File: config.mk
export PLATFORM = sky130hd
export DESIGN_NAME = ahb_bus_arbiter_flat
export DESIGN_NICKNAME = d
export VERILOG_FILES = /design/src/rtl/ahb_bus_arbiter_if.sv /design/src/rtl/ahb_bus_arbiter.sv /design/src/flat_wrapper.sv
export SDC_FILE = /design/constraint.sdc
export NUM_CORES = 1
export LEC_CHECK = 0
export BUFFER_PORTS_ARGS = -buffer_cell sky130_fd_sc_hd__buf_2
export CAP_MARGIN = 40
export CORE_UTILIZATION = 40
export DETAILED_ROUTE_END_ITERATION = 16
export REMOVE_ABC_BUFFERS = 1
export SYNTH_ARGS = -nofsm -noshare
export SYNTH_HDL_FRONTEND = slang
export SYNTH_SLANG_ARGS = --single-unit
export TNS_END_PERCENT = 30
File: constraint.sdc
create_clock -name HCLK -period 5.1 [get_ports HCLK]
set_input_delay 0.765 -clock HCLK [delete_from_list [all_inputs] [get_ports HCLK]]
set_output_delay 0.765 -clock HCLK [all_outputs]
set_load 0.02 [all_outputs]
File: src/rtl/ahb_bus_arbiter_if.sv
// Bus-side bundle between the AHB masters and the round-robin arbiter.
// master: traffic generators; slave: the arbiter itself.
interface ahb_bus_arbiter_if #(
  parameter int N_MASTERS = 3
);
  logic [2*N_MASTERS-1:0] i_HTRANS;
  logic [N_MASTERS-1:0]   i_slave_done;
  logic [N_MASTERS-1:0]   o_HREADY;
  logic [1:0]             o_grant_id;
  logic                   o_bus_busy;
  logic                   o_timeout;

  modport master (
    output i_HTRANS,
    output i_slave_done,
    input  o_HREADY,
    input  o_grant_id,
    input  o_bus_busy,
    input  o_timeout
  );

  modport slave (
    input  i_HTRANS,
    input  i_slave_done,
    output o_HREADY,
    output o_grant_id,
    output o_bus_busy,
    output o_timeout
  );
endinterface

File: src/rtl/ahb_bus_arbiter.sv
// Round-robin owner selection for the shared external-memory AHB-Lite path.
// Define ARB_TIMEOUT_EN to add the grant watchdog (MAX_GRANT_CYCLES).
module ahb_bus_arbiter #(
  parameter int N_MASTERS        = 3,
  parameter int MAX_GRANT_CYCLES = 64
) (
  input logic              HCLK,
  input logic              HRESETn,
  ahb_bus_arbiter_if.slave bus
);

  if (N_MASTERS < 2 || N_MASTERS > 4 ||
      MAX_GRANT_CYCLES < 2) begin : g_bad_cfg
    $error("ahb_bus_arbiter: bad parameters");
  end

  typedef enum logic [1:0] {
    S_IDLE,
    S_GRANT,
    S_RELEASE
  } state_t;

  state_t               state_q, state_d;
  logic [1:0]           win_q, win_d;
  logic [1:0]           ptr_q, ptr_d;
  logic [N_MASTERS-1:0] rdy_q, rdy_d;
  logic                 busy_q, busy_d;
  logic [N_MASTERS-1:0] req;
  logic [3:0]           req4;
  logic [1:0]           pick;
  logic                 found;
  logic [2:0]           sum;

`ifdef ARB_TIMEOUT_EN
  localparam int CW = $clog2(MAX_GRANT_CYCLES);
  logic [CW-1:0] cnt_q, cnt_d;
  logic          to_q, to_d;
`endif

  for (genvar k = 0; k < N_MASTERS; k++) begin : g_req
    assign req[k] = (bus.i_HTRANS[2*k+1 -: 2] == 2'b10);
  end

  // first requester at or after rr_ptr, wrapping
  always_comb begin
    req4  = '0;
    req4[N_MASTERS-1:0] = req;
    pick  = ptr_q;
    found = 1'b0;
    sum   = '0;
    for (int i = 0; i < N_MASTERS; i++) begin
      sum = {1'b0, ptr_q} + 3'(i);
      if (sum >= 3'(N_MASTERS)) sum = sum - 3'(N_MASTERS);
      if (!found && req4[sum[1:0]]) begin
        found = 1'b1;
        pick  = sum[1:0];
      end
    end
  end

  always_comb begin
    state_d = state_q;
    win_d   = win_q;
    ptr_d   = ptr_q;
    rdy_d   = rdy_q;
    busy_d  = busy_q;
`ifdef ARB_TIMEOUT_EN
    cnt_d   = cnt_q;
    to_d    = 1'b0;
`endif
    unique case (state_q)
      S_IDLE: begin
        if (found) begin
          win_d       = pick;
          rdy_d       = '0;
          rdy_d[pick] = 1'b1;
          busy_d      = 1'b1;
          state_d     = S_GRANT;
`ifdef ARB_TIMEOUT_EN
          cnt_d       = '0;
`endif
        end
      end
      S_GRANT: begin
        if (bus.i_slave_done[win_q]) begin
          rdy_d   = '0;
          busy_d  = 1'b0;
          state_d = S_RELEASE;
`ifdef ARB_TIMEOUT_EN
        end else if (cnt_q == CW'(MAX_GRANT_CYCLES-1)) begin
          rdy_d   = '0;
          busy_d  = 1'b0;
          to_d    = 1'b1;
          state_d = S_RELEASE;
        end else begin
          cnt_d   = cnt_q + 1'b1;
`endif
        end
      end
      S_RELEASE: begin
        ptr_d   = (win_q == 2'(N_MASTERS-1)) ?
                  2'd0 : win_q + 2'd1;
        state_d = S_IDLE;
      end
      default: begin
        rdy_d   = '0;
        busy_d  = 1'b0;
        state_d = S_IDLE;
      end
    endcase
  end

  always_ff @(posedge HCLK) begin
    if (!HRESETn) begin
      state_q <= S_IDLE;
      win_q   <= '0;
      ptr_q   <= '0;
      rdy_q   <= '0;
      busy_q  <= 1'b0;
    end else begin
      state_q <= state_d;
      win_q   <= win_d;
      ptr_q   <= ptr_d;
      rdy_q   <= rdy_d;
      busy_q  <= busy_d;
    end
  end

`ifdef ARB_TIMEOUT_EN
  always_ff @(posedge HCLK) begin
    if (!HRESETn) begin
      cnt_q <= '0;
      to_q  <= 1'b0;
    end else begin
      cnt_q <= cnt_d;
      to_q  <= to_d;
    end
  end

  assign bus.o_timeout = to_q;
`else
  assign bus.o_timeout = 1'b0;
`endif

  assign bus.o_HREADY   = rdy_q;
  assign bus.o_grant_id = win_q;
  assign bus.o_bus_busy = busy_q;

endmodule

File: src/flat_wrapper.sv
// flat-port wrapper written by rule: the top's interface ports become plain ports
module ahb_bus_arbiter_flat 
#(
  parameter int N_MASTERS        = 3,
  parameter int MAX_GRANT_CYCLES = 64
)
  (HCLK, HRESETn, bus_i_HTRANS, bus_i_slave_done, bus_o_HREADY, bus_o_grant_id, bus_o_bus_busy, bus_o_timeout);
  ahb_bus_arbiter_if #(.N_MASTERS(N_MASTERS)) bus_i ();
  input logic HCLK;
  input logic HRESETn;
  input wire logic [$bits(bus_i.i_HTRANS)-1:0] bus_i_HTRANS;
  input wire logic [$bits(bus_i.i_slave_done)-1:0] bus_i_slave_done;
  output wire logic [$bits(bus_i.o_HREADY)-1:0] bus_o_HREADY;
  output wire logic [$bits(bus_i.o_grant_id)-1:0] bus_o_grant_id;
  output wire logic [$bits(bus_i.o_bus_busy)-1:0] bus_o_bus_busy;
  output wire logic [$bits(bus_i.o_timeout)-1:0] bus_o_timeout;
  assign bus_i.i_HTRANS = bus_i_HTRANS;
  assign bus_i.i_slave_done = bus_i_slave_done;
  assign bus_o_HREADY = bus_i.o_HREADY;
  assign bus_o_grant_id = bus_i.o_grant_id;
  assign bus_o_bus_busy = bus_i.o_bus_busy;
  assign bus_o_timeout = bus_i.o_timeout;
  ahb_bus_arbiter #(.N_MASTERS(N_MASTERS), .MAX_GRANT_CYCLES(MAX_GRANT_CYCLES)) u_core (.HCLK(HCLK), .HRESETn(HRESETn), .bus(bus_i));
endmodule
==> results of run 1 <==
[worst paths after layout]
| check | endpoint | slack (ps) | depth (start not counted) |
|---|---|---|---|
| max reg2reg | u_core.bus.o_grant_id[0] | 2810 | 7 |
| min reg2reg | u_core.bus.o_HREADY[2] | 460 | 1 |
| min | u_core.bus.o_HREADY[2] | 460 | 1 |
| max | u_core.bus.o_grant_id[0] | 2810 | 7 |
[placed cells by master (no fill, tap or decap), types with 2 or more instances in the layout]
cell type | netlist | routed
nand2b_2 | 2 | 2
nand3b_1 | 2 | 2
o21ai_0 | 3 | 3
nor2_1 | 9 | 9
nor3_1 | 2 | 2
mux2i_1 | 3 | 3
clkbuf_4 | 0 | 3
buf_2 | 0 | 16
ha_1 | 4 | 4
or3b_2 | 2 | 2
inv_1 | 4 | 4
o22ai_1 | 2 | 2
a21oi_1 | 3 | 3
dfxtp_1 | 10 | 10
nand2_1 | 2 | 2
o2bb2ai_1 | 4 | 4
nor2b_1 | 3 | 3
[worst reg2reg max path: stages (launching register included)]
cell and delay (ps):
dfxtp_1 360, inv_1 90, ha_1 450, or3b_1 420, a21oi_2 170, a2111oi_2 70
or4_1 490, o211a_1 140
[kinds of logic after synthesis]
family,after synthesis
compound gates,28
other cells,1
mux,3
fa+ha+maj,4
flops,10
buf+inv,7
simple gates,32
[synth_stat cells (2+ instances only)]
master	instances	share of area (%)
nor2_1	9	4.3
nand2b_2	2	2.2
dfxtp_1	10	25
nor2b_1	3	2.4
buf_4	2	1.9
mux2i_1	3	3.8
o21ai_0	3	1.9
inv_1	4	1.9
a21oi_1	3	1.9
nand2_1	2	0.95
ha_1	4	6.3
or3b_2	2	2.2
o2bb2ai_1	4	4.4
nand3b_1	2	1.9
o22ai_1	2	1.6
nor3_1	2	1.3
[state kept, by name, indices dropped and copies added (netlist names)]
signal,cells
u_core.state_q,2
u_core.bus.o_HREADY,3
u_core.bus.o_bus_busy,1
u_core.bus.o_grant_id,2
u_core.ptr_q,2
[per-layer routing]
metal	GRT usage (%)	routed length (um)	vias to the layer above
met5	0	0	-
met4	10.59	36	0
met3	2.745	40	4
met2	30.00	772	13
met1	22.25	796	322
li1	-	-	358
[power by group]
| group | switching [mW] | leakage, nW | internal (mW) | total (mW) |
|---|---|---|---|---|
| logic | 0.0458 | 0.263 | 0.0364 | 0.0821 |
| clock network | 0.0269 | 0.0210 | 0.0433 | 0.0701 |
| registers | 0.00996 | 0.0819 | 0.0872 | 0.0972 |
[final cells by class]
class	instances	area [um2]	area share, %
well taps	25	31.28	3.411
multi-input cells	68	554.3	60.44
flip-flops and latches	10	200.2	21.83
inverters	4	15.01	1.637
clock buffers	4	36.28	3.956
repair buffers	16	80.08	8.731
[metrics by stage]
step	instance area [um2]	total power [mW]	hold WS, ps	utilization (%)
after global routing	917.1	0.2663	479.8	51.44
after global placement	880.8	0.1799	446.1	49.40
final	917.1	0.2495	461.9	51.44
after CTS	917.1	0.2522	467.0	51.44
after detailed placement	880.8	0.1809	451.1	49.40
after floorplan	769.5	0.1582	483.0	-
==> metrics.cfg, run 1 <==
[power_and_ir_drop]
p_per_area_nw_per_um2=272.0
p_leak_nw=0.3654
ir_drop_v=0.0001962

[logic_synthesis]
async_flop_share_pct=0
synthAdderAreaFrac_pct=6.349
syn_area_per_cell_um2=9.274
synthSimpleGateAreaFrac_pct=26.83
ys_seq_area_share_pct=25.40
synth_compound_gate_area_share_pct=32.86
synth_flop_cell=dfxtp_1
yosysWarnings=0
synth_xor_xnor_area_share_pct=0
synth_edf_count=0
synth_mux_area_share_pct=3.810
synth-seq-cells=10
syn_inst=85
yosys.cell_types.count=44
syn_area_um2=788.3
synth_top_family_by_area=compound AO/OA/AOI/OAI gates

[setup_path]
cp_top_family=simple AND/OR/NAND/NOR gates
start_kind=flip-flop
cp-end-kind=flip-flop
worstPathArrival_ps=2450
required_ps=5250
path_buf_inv=1
slowest_stage=or4_1
r2r-start=u_core.ptr_q[0]
critPathMaxFanout=12
worstSetupPathType=flip-flop to flip-flop
slowest_delay_ps=490
path_cells=inv_1, ha_1, or3b_1, a21oi_2, a2111oi_2, or4_1, o211a_1
cp-startpoint=u_core.ptr_q[0]

[grt]
grt_max_degree=13
overflow=0
antenna_found_initial=0
grt_pass1_wl_um=2835
grt_use_total_pct=18.28
grt_pass1_vias=672

[timing]
final-hold-violation-count=0
finClkSkew_ps=3.121
period_needed_ps=2293
fin_ws_ps=2807
timing.final.crit_share_pct=44.97
fmax_ghz=0.4361
drv_slew=0
setup_viol=0
rsz0062_at_grt=false
setup-tns-final_ps=0

[die]
initial_utilization_pct=44.21
io_pins=18
fp-row-count=15
die_h_um=46.39
die_x_um=46.39
die_area_um2=2152
core_area_um2=1783

[final_layout]
final_nets=118
antenna_cells=0
syn_to_final_growth_pct=16.35
fillCellCount=177
layout-drive-gt1-share_pct=31.37
final-instance-count-excl-fill=127

[placed_design]
hpwl_um=1293
post-place-ws_ps=2831
place.gp.congestion=0.8119
io_buffer_count=16
dp.cells=123

[detailed_routing]
wl_um=1644
drc=0
wl_per_cell_um=12.94
vias=697
viasPerCell=5.488
drtAntennaViolNets=0
drt-initial-drc-count=7
first_pass_iters=4

[clock_tree]
cts_setup_buffers=0
clk_latency_ps=260
clk_pin_slew_ps=70
numCtsBuffers=3
cts_resized=0
clockBufferDepth=2
hold_buffers=0
cts_tree=done
root_buffer=clkbuf_4
htree_levels=1
cts_sinks=10

[job]
cap_violations=0

[status]
status=finished, final reports clean

[hold_path]
min-delay-start=u_core.bus.o_HREADY[2]
hp-class=flip-flop to flip-flop

No activity file was read; power rests on OpenSTA's default activity.
==> run 2, diff against run 1 <==
==> constraint.sdc (replaced) <==
create_clock -name HCLK -period 2.2 [get_ports HCLK]
set_input_delay 0.33 -clock HCLK [delete_from_list [all_inputs] [get_ports HCLK]]
set_output_delay 0.33 -clock HCLK [all_outputs]
set_load 0.02 [all_outputs]
==> run 2 against run 1 <==
Effect of this change: via count grew 0.14%; worst hold slack worse by 86 ps; maximum frequency is 9.2% higher; clock power is 68% higher; clock-buffer cell count is 1 lower; non-clock buffer count rose by 1; wire length up 3.1%; global-route usage is 0.96 points lower; die area did not move; final cell count is the same; critical path type unchanged.
==> metrics.cfg, run 2 (synthesis results as in run 1) <==
[final_layout]
final_nets=119  ; was 118
syn_to_final_growth_pct=18.89  ; was 16.35%
fin_area_um2=937.1  ; was 917.1 um2
layout_common_cells=buf_2, nor2_1, dfxtp_1, inv_1, o2bb2ai_1  ; was buf_2, dfxtp_1, nor2_1
largest_register_ff_count=3  ; unchanged
layout-drive-gt1-share_pct=33.33  ; was 31.37%
antenna_cells=0  ; unchanged
layout_commonest_cell=buf_2  ; unchanged

[power_and_ir_drop]
p_int_uw=356.0  ; was 166.9 uW
p_leak_nw=0.3659  ; was 0.3654 nW
power.share.switching_pct=34.49  ; was 33.11%
p_per_area_nw_per_um2=579.8  ; was 272.0 nW/um2
ir_drop_v=0.0003353  ; was 0.0001962 V
fin_total_pwr_uw=543.4  ; was 249.5 uW
p_seq_share_pct=41.5  ; was 39.0%
combPwrFrac_pct=36.7  ; was 32.9%
power.switching_uw=187.4  ; was 82.59 uW
p_clk_share_pct=21.8  ; was 28.1%

[placed_design]
post-place-ws_ps=54.75  ; was 2831 ps
place.gp.congestion=0.9275  ; was 0.8119
hpwl_um=1325  ; was 1293 um
io_buffer_count=16  ; unchanged
dpl_cell_area_um2=888.4  ; was 880.8 um2

[die]
io_pins=18  ; unchanged
die_h_um=46.39  ; unchanged
die_area_um2=2152  ; unchanged
core_area_um2=1783  ; unchanged
initial_utilization_pct=44.21  ; unchanged
fp-row-count=15  ; unchanged
die_x_um=46.39  ; unchanged

[setup_path]
worstSetupPathType=flip-flop to flip-flop  ; unchanged
r2r_setup_slack_ps=100  ; was 2810 ps
worstPathArrival_ps=2240  ; was 2450 ps
start_kind=flip-flop  ; unchanged
r2r_end=u_core.bus.o_grant_id[0]  ; unchanged
required_ps=2340  ; was 5250 ps
critPathMaxFanout=5  ; was 12
cp-endpoint=u_core.bus.o_grant_id[0]  ; unchanged
cp-startpoint=u_core.ptr_q[0]  ; unchanged
r2r-start=u_core.ptr_q[0]  ; unchanged
slowest_delay_ps=490  ; about the same
slowest_stage=or4_1  ; unchanged
rr_worst_depth=7  ; unchanged
cp-end-kind=flip-flop  ; unchanged
path_cells=inv_1, ha_4, or3b_1, a21oi_2, a2111oi_4, or4_1, o211a_1  ; was inv_1, ha_1, or3b_1, a21oi_2, a2111oi_2, or4_1, o211a_1

[clock_tree]
cts_sinks=10  ; unchanged
clockBufferDepth=2  ; unchanged
cts_setup_buffers=0  ; unchanged
clk_pin_slew_ps=60  ; was 70 ps
htree_levels=1  ; unchanged
hold_buffers=0  ; unchanged
cts_tree=done  ; unchanged
root_buffer=clkbuf_4  ; unchanged
numCtsBuffers=3  ; unchanged
clk_latency_ps=250  ; was 260 ps
cts_resized=0  ; unchanged

[detailed_routing]
drtAntennaViolNets=0  ; unchanged
first_pass_iters=3  ; was 4
viasPerCell=5.496  ; was 5.488
drt-initial-drc-count=8  ; was 7
wl_per_cell_um=13.35  ; was 12.94 um
vias=698  ; was 697
wl_um=1695  ; was 1644 um
drc=0  ; unchanged

[timing]
final-hold-violation-count=0  ; unchanged
period_needed_ps=2100  ; was 2293 ps
fin_ws_ps=99.87  ; was 2807 ps
timing.final.crit_share_pct=95.46  ; was 44.97%
drv_slew=0  ; unchanged
setup_viol=0  ; unchanged
fmax_ghz=0.4762  ; was 0.4361 GHz
hold_ws_ps=376.3  ; was 461.9 ps
setup-tns-final_ps=0  ; unchanged
finClkSkew_ps=6.429  ; was 3.121 ps

[grt]
grt_pass1_vias=641  ; was 672
grt_max_degree=10  ; was 13
overflow=0  ; unchanged
grt_pass1_wl_um=2649  ; was 2835 um
antenna_found_initial=0  ; unchanged
grt_use_total_pct=17.32  ; was 18.28%

[hold_path]
hp-class=input pin to flip-flop  ; was flip-flop to flip-flop

[job]
cap_violations=0  ; unchanged

[status]
status=finished, final reports clean  ; unchanged

[run 2: per-stage QoR]
stage,utilization (%),cells
5_1_grt,52.56,127
2_1_floorplan,-,82
6_report,52.56,127
3_3_place_gp,49.82,124
4_1_cts,51.09,127
3_5_place_dp,49.82,124
[run 2: per-layer routing]
metal / global-route usage (%) / vias up / part of all wire (%)
met2: 30.00 / 15 / 50
met3: 2.745 / 6 / 2.7
met5: 0 / - / 0
met1: 20.37 / 321 / 44
li1: - / 356 / -
met4: 8.235 / 0 / 3.4
[run 2: final cells by class]
cell class              count  area [um2]
fillers                   166       845.8
multi-input cells          68       579.3
flip-flops and latches     10       201.4
repair buffers             17       87.58
well taps                  25       31.28
clock buffers               3       22.52
inverters                   4       15.01
[run 2: worst min path at each step]
| stage | from | to | slack [ps] | depth (start not counted) |
|---|---|---|---|---|
| after detailed placement | u_core.bus.o_HREADY[2] | u_core.bus.o_HREADY[2] | 450 | 1 |
| after global placement | u_core.bus.o_HREADY[1] | u_core.bus.o_HREADY[1] | 450 | 1 |
| final | HRESETn | u_core.bus.o_bus_busy | 380 | 2 |
| after floorplan | HRESETn | u_core.bus.o_bus_busy | 450 | 1 |
| after CTS | HRESETn | u_core.bus.o_bus_busy | 370 | 2 |
| after global routing | HRESETn | u_core.bus.o_bus_busy | 360 | 2 |
[run 2: critical path, delay by kind of cell, from the launching register on]
kind            cells  cell delay, ps
fa+ha+maj           1             240
simple gates        2             860
flops               1             330
buf+inv             1             140
compound gates      3             420
[run 2: power by group through the flow]
stage / Sequential (mW) / Clock, mW / Combinational [mW]
2_1_floorplan: 0.242 / 0 / 0.124
3_3_place_gp: 0.229 / 0 / 0.190
3_5_place_dp: 0.229 / 0 / 0.192
4_1_cts: 0.225 / 0.123 / 0.193
5_1_grt: 0.228 / 0.137 / 0.219
6_report: 0.225 / 0.118 / 0.200
==> run 3, diff against run 2 <==
==> constraint.sdc (replaced) <==
create_clock -name HCLK -period 1.73 [get_ports HCLK]
set_input_delay 0.2595 -clock HCLK [delete_from_list [all_inputs] [get_ports HCLK]]
set_output_delay 0.2595 -clock HCLK [all_outputs]
set_load 0.02 [all_outputs]
==> run 3 against run 2 <==
Effect of this change: the flow now finishes with violations (setup timing); power increased by 50%; sequential power is 25% higher; final cell count grew 13%; setup slack worse by 340 ps; die area did not move; cell area grew 23%; core utilization grew 12 points; wire length rose by 20%; clock-buffer cell count rose by 1; via count increased by 14%; worst hold slack worse by 92 ps.
==> metrics.cfg, run 3 (synthesis results as in run 1) <==
[detailed_routing]
drt-initial-drc-count=16  ; was 8
viasPerCell=5.514  ; was 5.496
drtAntennaViolNets=0  ; unchanged
wl_um=2036  ; was 1695 um
vias=794  ; was 698
drc=0  ; unchanged
wl_per_cell_um=14.14  ; was 13.35 um
first_pass_iters=4  ; was 3

[hold_path]
whs_path_depth=2  ; unchanged
hold_path_end=u_core.bus.o_bus_busy  ; unchanged
hp-class=input pin to flip-flop  ; unchanged
min-delay-start=HRESETn  ; unchanged

[timing]
fmax_ghz=0.5067  ; was 0.4762 GHz
rsz0062_at_grt=true
drv_slew=0  ; unchanged
fin_ws_ps=-243.7  ; was 99.87 ps
final-hold-violation-count=0  ; unchanged
period_needed_ps=1974  ; was 2100 ps
timing.final.crit_share_pct=114.1  ; was 95.46%
hold_ws_ps=284.8  ; was 376.3 ps
finClkSkew_ps=3.730  ; was 6.429 ps
setup_viol=7  ; was 0

[setup_path]
cp-end-kind=flip-flop  ; unchanged
critPathMaxFanout=5  ; unchanged
rr_worst_depth=9  ; was 7
r2r_setup_slack_ps=-240  ; was 100 ps
worstPathArrival_ps=2130  ; was 2240 ps
start_kind=flip-flop  ; unchanged
required_ps=1890  ; was 2340 ps
worstSetupPathType=flip-flop to flip-flop  ; unchanged
r2r-start=u_core.ptr_q[0]  ; unchanged
r2r_end=u_core.bus.o_grant_id[0]  ; unchanged

[placed_design]
hpwl_um=1436  ; was 1325 um
dpl_cell_area_um2=963.4  ; was 888.4 um2
place.gp.congestion=0.9227  ; was 0.9275
io_buffer_count=16  ; unchanged

[clock_tree]
clockBufferDepth=2  ; unchanged
hold_buffers=0  ; unchanged
root_buffer=clkbuf_4  ; unchanged
cts_sinks=10  ; unchanged
numCtsBuffers=3  ; unchanged
clk_latency_ps=270  ; was 250 ps
cts_tree=done  ; unchanged
clk_pin_slew_ps=70  ; was 60 ps
htree_levels=1  ; unchanged

[final_layout]
final_nets=135  ; was 119
postLayoutCoreUtil_pct=64.84  ; was 52.56%
antenna_cells=0  ; unchanged
layout_common_cells=buf_2, buf_4, nor2_1, dfxtp_1, o2bb2ai_1  ; was buf_2, nor2_1, dfxtp_1, inv_1, o2bb2ai_1
fillCellCount=151  ; was 166
syn_to_final_growth_pct=46.67  ; was 18.89%
layout_commonest_cell=buf_2  ; unchanged
layout-drive-gt1-share_pct=55.46  ; was 33.33%
fin_area_um2=1156  ; was 937.1 um2
largest_register_ff_count=3  ; unchanged

[power_and_ir_drop]
ir_drop_v=0.0006862  ; was 0.0003353 V
p_leak_nw=0.4665  ; was 0.3659 nW
p_per_area_nw_per_um2=706.8  ; was 579.8 nW/um2

[job]
cap_violations=0  ; unchanged

[die]
fp-row-count=15  ; unchanged
die_x_um=46.39  ; unchanged
die_h_um=46.39  ; unchanged
die_area_um2=2152  ; unchanged
io_pins=18  ; unchanged
initial_utilization_pct=44.21  ; unchanged
core_area_um2=1783  ; unchanged

[status]
failed_checks=setup timing
status=finished with violations  ; was finished, final reports clean

[grt]
overflow=0  ; unchanged
grt_pass1_vias=703  ; was 641
grt_use_total_pct=20.66  ; was 17.32%
antenna_found_initial=0  ; unchanged
grt_max_degree=10  ; unchanged
grt_pass1_wl_um=3056  ; was 2649 um

run 3: layout make-up:
cell class | instances | area [um2] | area share [%]
multi-input cells | 68 | 650.6 | 56.28
clock buffers | 4 | 36.28 | 3.139
flip-flops and latches | 10 | 205.2 | 17.75
repair buffers | 33 | 215.2 | 18.61
inverters | 4 | 17.52 | 1.515
well taps | 25 | 31.28 | 2.706
run 3: worst max path at each step:
| stage | from | end | slack, ps | depth (start not counted) |
|---|---|---|---|---|
| after detailed placement | u_core.ptr_q[0] | u_core.bus.o_grant_id[0] | -300 | 7 |
| final | u_core.ptr_q[0] | u_core.bus.o_grant_id[0] | -240 | 9 |
| after global routing | u_core.ptr_q[0] | u_core.bus.o_grant_id[0] | -330 | 9 |
| after CTS | u_core.ptr_q[1] | u_core.bus.o_grant_id[0] | -240 | 6 |
| after global placement | u_core.ptr_q[0] | u_core.bus.o_grant_id[0] | -250 | 7 |
| after floorplan | u_core.ptr_q[0] | u_core.bus.o_grant_id[0] | -390 | 7 |
run 3: what timing repair did:
item	in CTS	in global routing
setup endpoints to repair	7	7
setup buffers	4	3
pin swaps	9	11
endpoints found under the hold margin	0	0
gates resized for setup	13	15
run 3: worst max-delay path: stages (launching register included):
cell     delay [ps]
dfxtp_2         330
inv_2            50
ha_4            240
buf_6           130
buf_6           110
nor2b_4         120
o21ai_2         140
o22ai_2         130
or4_1           480
o211a_1         140
run 3: power breakdown:
| part | internal, mW | switching (mW) | leakage (nW) | total [mW] |
|---|---|---|---|---|
| combinational | 0.158 | 0.166 | 0.362 | 0.324 |
| sequential | 0.256 | 0.0257 | 0.0832 | 0.282 |
| clock | 0.128 | 0.0834 | 0.0210 | 0.211 |
run 3: routing by layer:
metal  part of all wire, %  GRT usage [%]  vias up
met5                     0              0        -
met4                   2.5          11.76        0
met3                   3.7          2.745        6
met2                    54          35.28       19
met1                    40          24.29      374
li1                      -              -      395
run 3: stage by stage:
stage / worst slack, ps / instances / setup TNS [ps] / total power, mW
3_5_place_dp: -297.3 / 134 / -1673 / 0.5570
3_3_place_gp: -254.3 / 134 / -1486 / 0.5517
4_1_cts: -240.7 / 142 / -1299 / 0.7872
5_1_grt: -332.9 / 144 / -2062 / 0.8650
6_report: -243.7 / 144 / -1322 / 0.8172
2_1_floorplan: -393.2 / 82 / -1938 / 0.4664
